===== src/rtl/router_out_arbiter.sv =====
// Round-robin, packet-granular arbiter that drains three router FIFOs onto one
// 8-bit egress channel through a 2-entry valid/ready output buffer.
module router_out_arbiter (
    input  logic       clk,
    input  logic       resetn,
    input  logic [2:0] vld_out,
    input  logic [2:0] soft_reset,
    input  logic [7:0] data_in0,
    input  logic [7:0] data_in1,
    input  logic [7:0] data_in2,
    output logic [2:0] read_enb,
    input  logic       out_ready,
    output logic       out_valid,
    output logic [7:0] out_data,
    output logic       out_sop,
    output logic       out_eop,
    output logic [2:0] grant,
    output logic       pkt_abort
);
    typedef enum logic [1:0] {ST_IDLE = 2'd0, ST_HDR = 2'd1, ST_BODY = 2'd2} state_t;

    state_t     state_r;
    logic [2:0] grant_r;
    logic [1:0] gidx_r;
    logic [1:0] last_grant_r;
    logic [6:0] rem_r;
    logic       pkt_abort_r;
    logic       inflight_r;
    logic       infl_sop_r;
    logic       infl_eop_r;
    logic [1:0] infl_port_r;
    logic [1:0] count_r;
    logic [7:0] head_data_r;
    logic       head_sop_r;
    logic       head_eop_r;
    logic [7:0] tail_data_r;
    logic       tail_sop_r;
    logic       tail_eop_r;

    logic       pop_s;
    logic       space_s;
    logic       push_s;
    logic       abort_s;
    logic       issue_s;
    logic       pick_valid_s;
    logic [1:0] p0_s;
    logic [1:0] p1_s;
    logic [1:0] p2_s;
    logic [1:0] pick_idx_s;
    logic [1:0] issue_idx_s;
    logic [2:0] cand_s;
    logic [7:0] in_byte_s;

    function automatic logic [1:0] next_port(input logic [1:0] p);
        return (p == 2'd2) ? 2'd0 : p + 2'd1;
    endfunction

    function automatic logic [2:0] port_onehot(input logic [1:0] p);
        return 3'b001 << p;
    endfunction

    // A read may issue only if the byte it returns is guaranteed a buffer slot
    assign pop_s   = (count_r != 2'd0) && out_ready;
    assign space_s = ({1'b0, count_r} + {2'b00, inflight_r}) < (3'd2 + {2'b00, pop_s});
    assign abort_s = (state_r != ST_IDLE) && soft_reset[gidx_r];
    assign push_s  = inflight_r && !abort_s;

    // Byte returned by the FIFO that was read last cycle
    always_comb begin
        in_byte_s = data_in0;
        case (infl_port_r)
            2'd1:    in_byte_s = data_in1;
            2'd2:    in_byte_s = data_in2;
            default: in_byte_s = data_in0;
        endcase
    end

    // Round-robin pick and combinational read strobe
    always_comb begin
        cand_s       = vld_out & ~soft_reset;
        p0_s         = next_port(last_grant_r);
        p1_s         = next_port(p0_s);
        p2_s         = next_port(p1_s);
        pick_valid_s = |cand_s;
        pick_idx_s   = cand_s[p0_s] ? p0_s : (cand_s[p1_s] ? p1_s : p2_s);
        issue_s      = 1'b0;
        issue_idx_s  = gidx_r;
        case (state_r)
            ST_IDLE: begin
                if (pick_valid_s && space_s) begin
                    issue_s     = 1'b1;
                    issue_idx_s = pick_idx_s;
                end else begin
                    issue_s     = 1'b0;
                end
            end
            ST_BODY: begin
                if (vld_out[gidx_r] && !soft_reset[gidx_r] && space_s) begin
                    issue_s = 1'b1;
                end else begin
                    issue_s = 1'b0;
                end
            end
            default: issue_s = 1'b0;
        endcase
        read_enb = issue_s ? port_onehot(issue_idx_s) : 3'b000;
    end

    // Packet FSM: grant ownership, remaining-byte count and in-flight tagging
    always_ff @(posedge clk) begin
        if (resetn) begin
            state_r      <= ST_IDLE;
            grant_r      <= 3'b000;
            gidx_r       <= 2'd0;
            last_grant_r <= 2'd2;
            rem_r        <= 7'd0;
            pkt_abort_r  <= 1'b0;
            inflight_r   <= 1'b0;
            infl_sop_r   <= 1'b0;
            infl_eop_r   <= 1'b0;
            infl_port_r  <= 2'd0;
        end else begin
            pkt_abort_r <= abort_s;
            inflight_r  <= issue_s;
            infl_port_r <= issue_idx_s;
            infl_sop_r  <= (state_r == ST_IDLE);
            infl_eop_r  <= (state_r == ST_BODY) && (rem_r == 7'd1);
            case (state_r)
                ST_IDLE: begin
                    if (issue_s) begin
                        grant_r <= port_onehot(pick_idx_s);
                        gidx_r  <= pick_idx_s;
                        state_r <= ST_HDR;
                    end else begin
                        state_r <= ST_IDLE;
                    end
                end
                ST_HDR: begin
                    last_grant_r <= gidx_r;
                    if (abort_s) begin
                        grant_r <= 3'b000;
                        state_r <= ST_IDLE;
                    end else begin
                        rem_r   <= {1'b0, in_byte_s[7:2]} + 7'd1;
                        state_r <= ST_BODY;
                    end
                end
                ST_BODY: begin
                    if (abort_s) begin
                        last_grant_r <= gidx_r;
                        grant_r      <= 3'b000;
                        state_r      <= ST_IDLE;
                    end else if (issue_s) begin
                        rem_r <= rem_r - 7'd1;
                        if (rem_r == 7'd1) begin
                            grant_r <= 3'b000;
                            state_r <= ST_IDLE;
                        end else begin
                            state_r <= ST_BODY;
                        end
                    end else begin
                        state_r <= ST_BODY;
                    end
                end
                default: begin
                    grant_r <= 3'b000;
                    state_r <= ST_IDLE;
                end
            endcase
        end
    end

    // Two-entry output buffer; the head entry drives the egress port
    always_ff @(posedge clk) begin
        if (resetn) begin
            count_r     <= 2'd0;
            head_data_r <= 8'h00;
            head_sop_r  <= 1'b0;
            head_eop_r  <= 1'b0;
            tail_data_r <= 8'h00;
            tail_sop_r  <= 1'b0;
            tail_eop_r  <= 1'b0;
        end else begin
            case ({push_s, pop_s})
                2'b10: begin
                    if (count_r == 2'd0) begin
                        head_data_r <= in_byte_s;
                        head_sop_r  <= infl_sop_r;
                        head_eop_r  <= infl_eop_r;
                    end else begin
                        tail_data_r <= in_byte_s;
                        tail_sop_r  <= infl_sop_r;
                        tail_eop_r  <= infl_eop_r;
                    end
                    count_r <= count_r + 2'd1;
                end
                2'b01: begin
                    head_data_r <= tail_data_r;
                    head_sop_r  <= tail_sop_r;
                    head_eop_r  <= tail_eop_r;
                    count_r     <= count_r - 2'd1;
                end
                2'b11: begin
                    if (count_r == 2'd1) begin
                        head_data_r <= in_byte_s;
                        head_sop_r  <= infl_sop_r;
                        head_eop_r  <= infl_eop_r;
                    end else begin
                        head_data_r <= tail_data_r;
                        head_sop_r  <= tail_sop_r;
                        head_eop_r  <= tail_eop_r;
                        tail_data_r <= in_byte_s;
                        tail_sop_r  <= infl_sop_r;
                        tail_eop_r  <= infl_eop_r;
                    end
                end
                default: count_r <= count_r;
            endcase
        end
    end

    assign out_valid = (count_r != 2'd0);
    assign out_data  = head_data_r;
    assign out_sop   = head_sop_r;
    assign out_eop   = head_eop_r;
    assign grant     = grant_r;
    assign pkt_abort = pkt_abort_r;

endmodule


===== config.mk =====
export PLATFORM = sky130hd
export DESIGN_NAME = router_out_arbiter
export DESIGN_NICKNAME = d
export VERILOG_FILES = /design/src/rtl/router_out_arbiter.sv
export SDC_FILE = /design/constraint.sdc
export NUM_CORES = 1
export LEC_CHECK = 0
export CAP_MARGIN = 20
export CORE_MARGIN = 3
export CORE_UTILIZATION = 40
export CTS_CLUSTER_DIAMETER = 40
export DETAILED_ROUTE_END_ITERATION = 6
export SKIP_LAST_GASP = 1
export SYNTH_ARGS = -nofsm -noshare
export SYNTH_HDL_FRONTEND = slang
export SYNTH_SLANG_ARGS = --single-unit

===== constraint.sdc =====
create_clock -name clk -period 2.6 [get_ports clk]
set_clock_uncertainty 0.15 [all_clocks]
set_input_delay 0.26 -clock clk [delete_from_list [all_inputs] [get_ports clk]]
set_output_delay 0.26 -clock clk [all_outputs]
set_load 0.02 [all_outputs]

==> qor.csv <==
stage,metric,value,unit
sta,Tcrit/Tclk final,0.9445,
sta,hold_ws,326.8,ps
grt,initial antenna violation count,0,
setup_path,reg2reg setup slack,270,ps
setup_path,depth of the most critical reg-to-reg path,10,
setup_path,CP max FO,5,
power_and_ir_drop,Sw Pwr,1.259,mW
sta,setup TNS,0,ps
die,Die ar.,7214,sq um
clock_network,CTS buffer count,5,
sta,Max Slew Vio Count,0,
clock_network,Clock Path Buffers,2,
synth,"Primary FF master, synth",dfxtp_1,
power_and_ir_drop,power share of the combinational group,0.560,
setup_path,Startpoint Class,flop,
worst_hold_path,Hold Path End,grant[1]$_SDFFE_PP0P_,
sta,Final setup viols,0,
power_and_ir_drop,clock network power share,0.140,
power_and_ir_drop,VDD IR max,0.4840,mV
finish,design area,3395,sq um
detailed_routing,WL met1,2701,um
sta,Fin. Hold Viols,0,
clock_network,"Setup Fix Bufs, Post-CTS",0,
die,Cell Rows,28,
detailed_routing,vias after detailed routing,2345,
sta,Slew @ Worst Pin,527.3,ps
synth,syn_nets,343,
synth,Mapped Cells,298,
sta,fin crit period,2456,ps
setup_path,CP Data Arrival Time,2050,ps
synth,Syn Area/Cell,8.364,sq um
grt,total gr overflow,0,
run,max cap viols,0,
grt,vias in the first global route,2232,
synth,asr flop ratio synth,0,
detailed_routing,Vias/cell,5.165,
synth,"Seq/Total Area, Yosys",0.3534,
clock_network,clk root buf,clkbuf_8,
clock_network,CTS tree,yes,
finish,post-layout util,0.5666,
clock_network,hold buffer count at cts,0,
finish,layout cells sized above 1,0.2005,
detailed_routing,DRT Pass-1 Iters,5,
sta,slew margin rel.,0.6477,
synth,Post-synth EDFFs,0,
outcome,status,completed,
synth,Ys Warns,0,
placed_design,"Cell Area, Placed",3278,sq um
worst_hold_path,Hold Crit Class,reg -> reg,
detailed_routing,ANT nets after route,0,
setup_path,WS Path Type,reg -> out,
placed_design,Setup WS pre-CTS,-304.4,ps
power_and_ir_drop,Leak,1.388,nW
detailed_routing,WL final,6164,um
detailed_routing,Residual DRC,0,
placed_design,IO buf count,50,
clock_network,clk sinks,44,
power_and_ir_drop,Sequential Power Share,0.300,
worst_hold_path,hold-critical path depth,2,
power_and_ir_drop,Power Density,940.1,nW/um^2
placed_design,Post-DP HPWL,4776,um
finish,Seq. cell area,884.6,sq um
finish,fillers,582,
grt,first-pass GRT wire length,10490,um
synth,number of distinct library cells after synthesis,53,
setup_path,Reg-to-Reg End,tail_data_r[6]$_SDFFE_PP0P_,
detailed_routing,Top Layer Used,met4,
sta,setup ws final,144.3,ps
setup_path,WP data required,2190,ps
finish,Layout area overhead,36.19,%
synth,synthesized cell area,2492,sq um
detailed_routing,routed wl met2,3137,um
detailed_routing,metal3 WL,235,um
die,core footprint,5991,sq um
synth,dominant cells by area after synthesis,"dfxtp_1 (35%), nor2_1 (7.4%), ha_1 (6.0%), mux2i_1 (4.8%), a211oi_1 (4.8%)",
grt,GR Util All Layers,0.1792,
detailed_routing,first-iteration detailed-routing DRC count,147,
synth,Yosys top cell area share,0.3534,
synth,register bit total from synthesis,44,
detailed_routing,drt wl/cell,13.58,um
finish,multi-input logic area,1489,sq um
finish,Final nets,423,
die,DIE WIDTH,84.94,um
power_and_ir_drop,sw frac,0.3944,
die,die height,84.94,um
synth,Synth area leader,dfxtp_1,
finish,n_diodes,0,
setup_path,crit path capture type,output port,
die,Starting Density,0.4160,
grt,largest net degree at the start of global routing,45,
power_and_ir_drop,Int Pwr,1.933,mW
setup_path,FF-to-FF Start,gidx_r[1]$_SDFFE_PP0P_,
die,I/O pin cnt,51,
clock_network,clk slew on worst S/H paths,80,ps
clock_network,maximum level of the CTS H-tree,2,
worst_hold_path,startpoint of the worst hold path,grant[1]$_SDFFE_PP0P_,
placed_design,placer congestion estimate,0.9219,
sta,RSZ-0062 raised after global routing,false,
sta,fmax,407.2,MHz
clock_network,worst-skew pair later-pin latency,290,ps
==> logic make-up after synthesis <==
family | synth area share
DFF | 0.3534
buffers and inverters | 0.06174
adders and majority gates | 0.06024
muxes | 0.05271
xor gates and xnor gates | 0.02108
and+or+nand+nor | 0.2058
AOI/OAI and AO/OA | 0.2450
==> what timing repair did <==
action,in CTS,in global routing
pin swaps,0,2
endpoints found under the setup margin,7,21
gates resized for setup,16,9
cloned,0,0
==> power by group through the flow <==
stage                     registers [mW]  clock network, mW  logic, mW
after floorplan                     1.05                  0      0.992
after global routing               0.983              0.494       1.98
after detailed placement           0.973                  0       1.77
after CTS                          0.959              0.465       1.79
after global placement             0.967                  0       1.77
final                              0.958              0.447       1.79
==> per-stage QoR <==
stage                     instances  total power [mW]
final                           454             3.191
after global routing            454             3.453
after CTS                       454             3.210
after detailed placement        446             2.745
after global placement          446             2.732
after floorplan                 298             2.042
==> cell usage after synthesis (all sizes together) (6+ instances only) <==
cell type  instances
nor2              49
dfxtp             44
a21oi             22
a211oi            16
nand2             15
inv               14
o21ai             14
a22oi             13
ha                12
mux2i             12
nand2b            10
nor3              10
buf                8
clkbuf             8
nand3              7
nor2b              6
==> critical path, cell delays in order, from the launching register on <==
cell and delay [ps]:
dfxtp_2 380, mux2i_2 270, o21ai_2 80, a2111o_1 390, a21o_2 260, nor3_1 170, buf_2 190
==> per-layer routing <==
layer,GRT usage,vias up
met5,0,-
li1,-,1230
met2,0.3146,48
met1,0.2207,1060
met4,0.05036,0
met3,0.03883,7
==> worst max path at each step <==
stage | start | endpoint | slack (ps) | cells after the start
after detailed placement | soft_reset[2] | read_enb[1] | -300 | 7
final | gidx_r[1]$_SDFFE_PP0P_ | read_enb[1] | 140 | 6
after floorplan | count_r[0]$_SDFFE_PP0P_ | read_enb[0] | 30 | 10
after global placement | soft_reset[2] | read_enb[1] | -210 | 7
after global routing | gidx_r[1]$_SDFFE_PP0P_ | read_enb[1] | 30 | 7
after CTS | count_r[0]$_SDFFE_PP0P_ | read_enb[2] | 10 | 8
==> placed cells by master (no fill, tap or decap), types with 2 or more instances in the layout <==
cell and n:
a211o_1 4, a211oi_1 16, a21oi_1 22, a221oi_1 2, a22oi_1 13, a31oi_1 3
buf_4 40, clkbuf_8 6, clkdlybuf4s50_1 47, dfxtp_1 41, dfxtp_2 3, ha_1 11
inv_1 12, inv_2 2, mux2i_1 10, mux2i_2 2, nand2_1 14, nand2b_1 8
nand2b_4 2, nand3_1 6, nor2_1 47, nor2_2 2, nor2b_1 6, nor3_1 9
nor4_1 2, o21ai_0 5, o21ai_1 6, o21ai_2 3, xnor2_1 2, xor2_1 4
==> sequential cells by signal, summed over array words and instances, names as in the netlist <==
register / count
tail_data_r: 8
pkt_abort: 1
state_r: 2
out_sop: 1
infl_eop_r: 1
tail_sop_r: 1
out_data: 8
infl_port_r: 2
grant: 3
last_grant_r: 2
out_eop: 1
infl_sop_r: 1
count_r: 2
tail_eop_r: 1
inflight_r: 1
gidx_r: 2
rem_r: 7
==> cell type report <==
cell class                      instances  area share
Clock buffer                            7     0.02543
Clock inverter                          1    0.002212
Inverter                               14     0.01548
Multi-Input combinational cell        224      0.4386
Sequential cell                        44      0.2606
Tap cell                               75     0.02764
Timing Repair Buffer                   89      0.2300
Power figures use the tool's default switching activity.
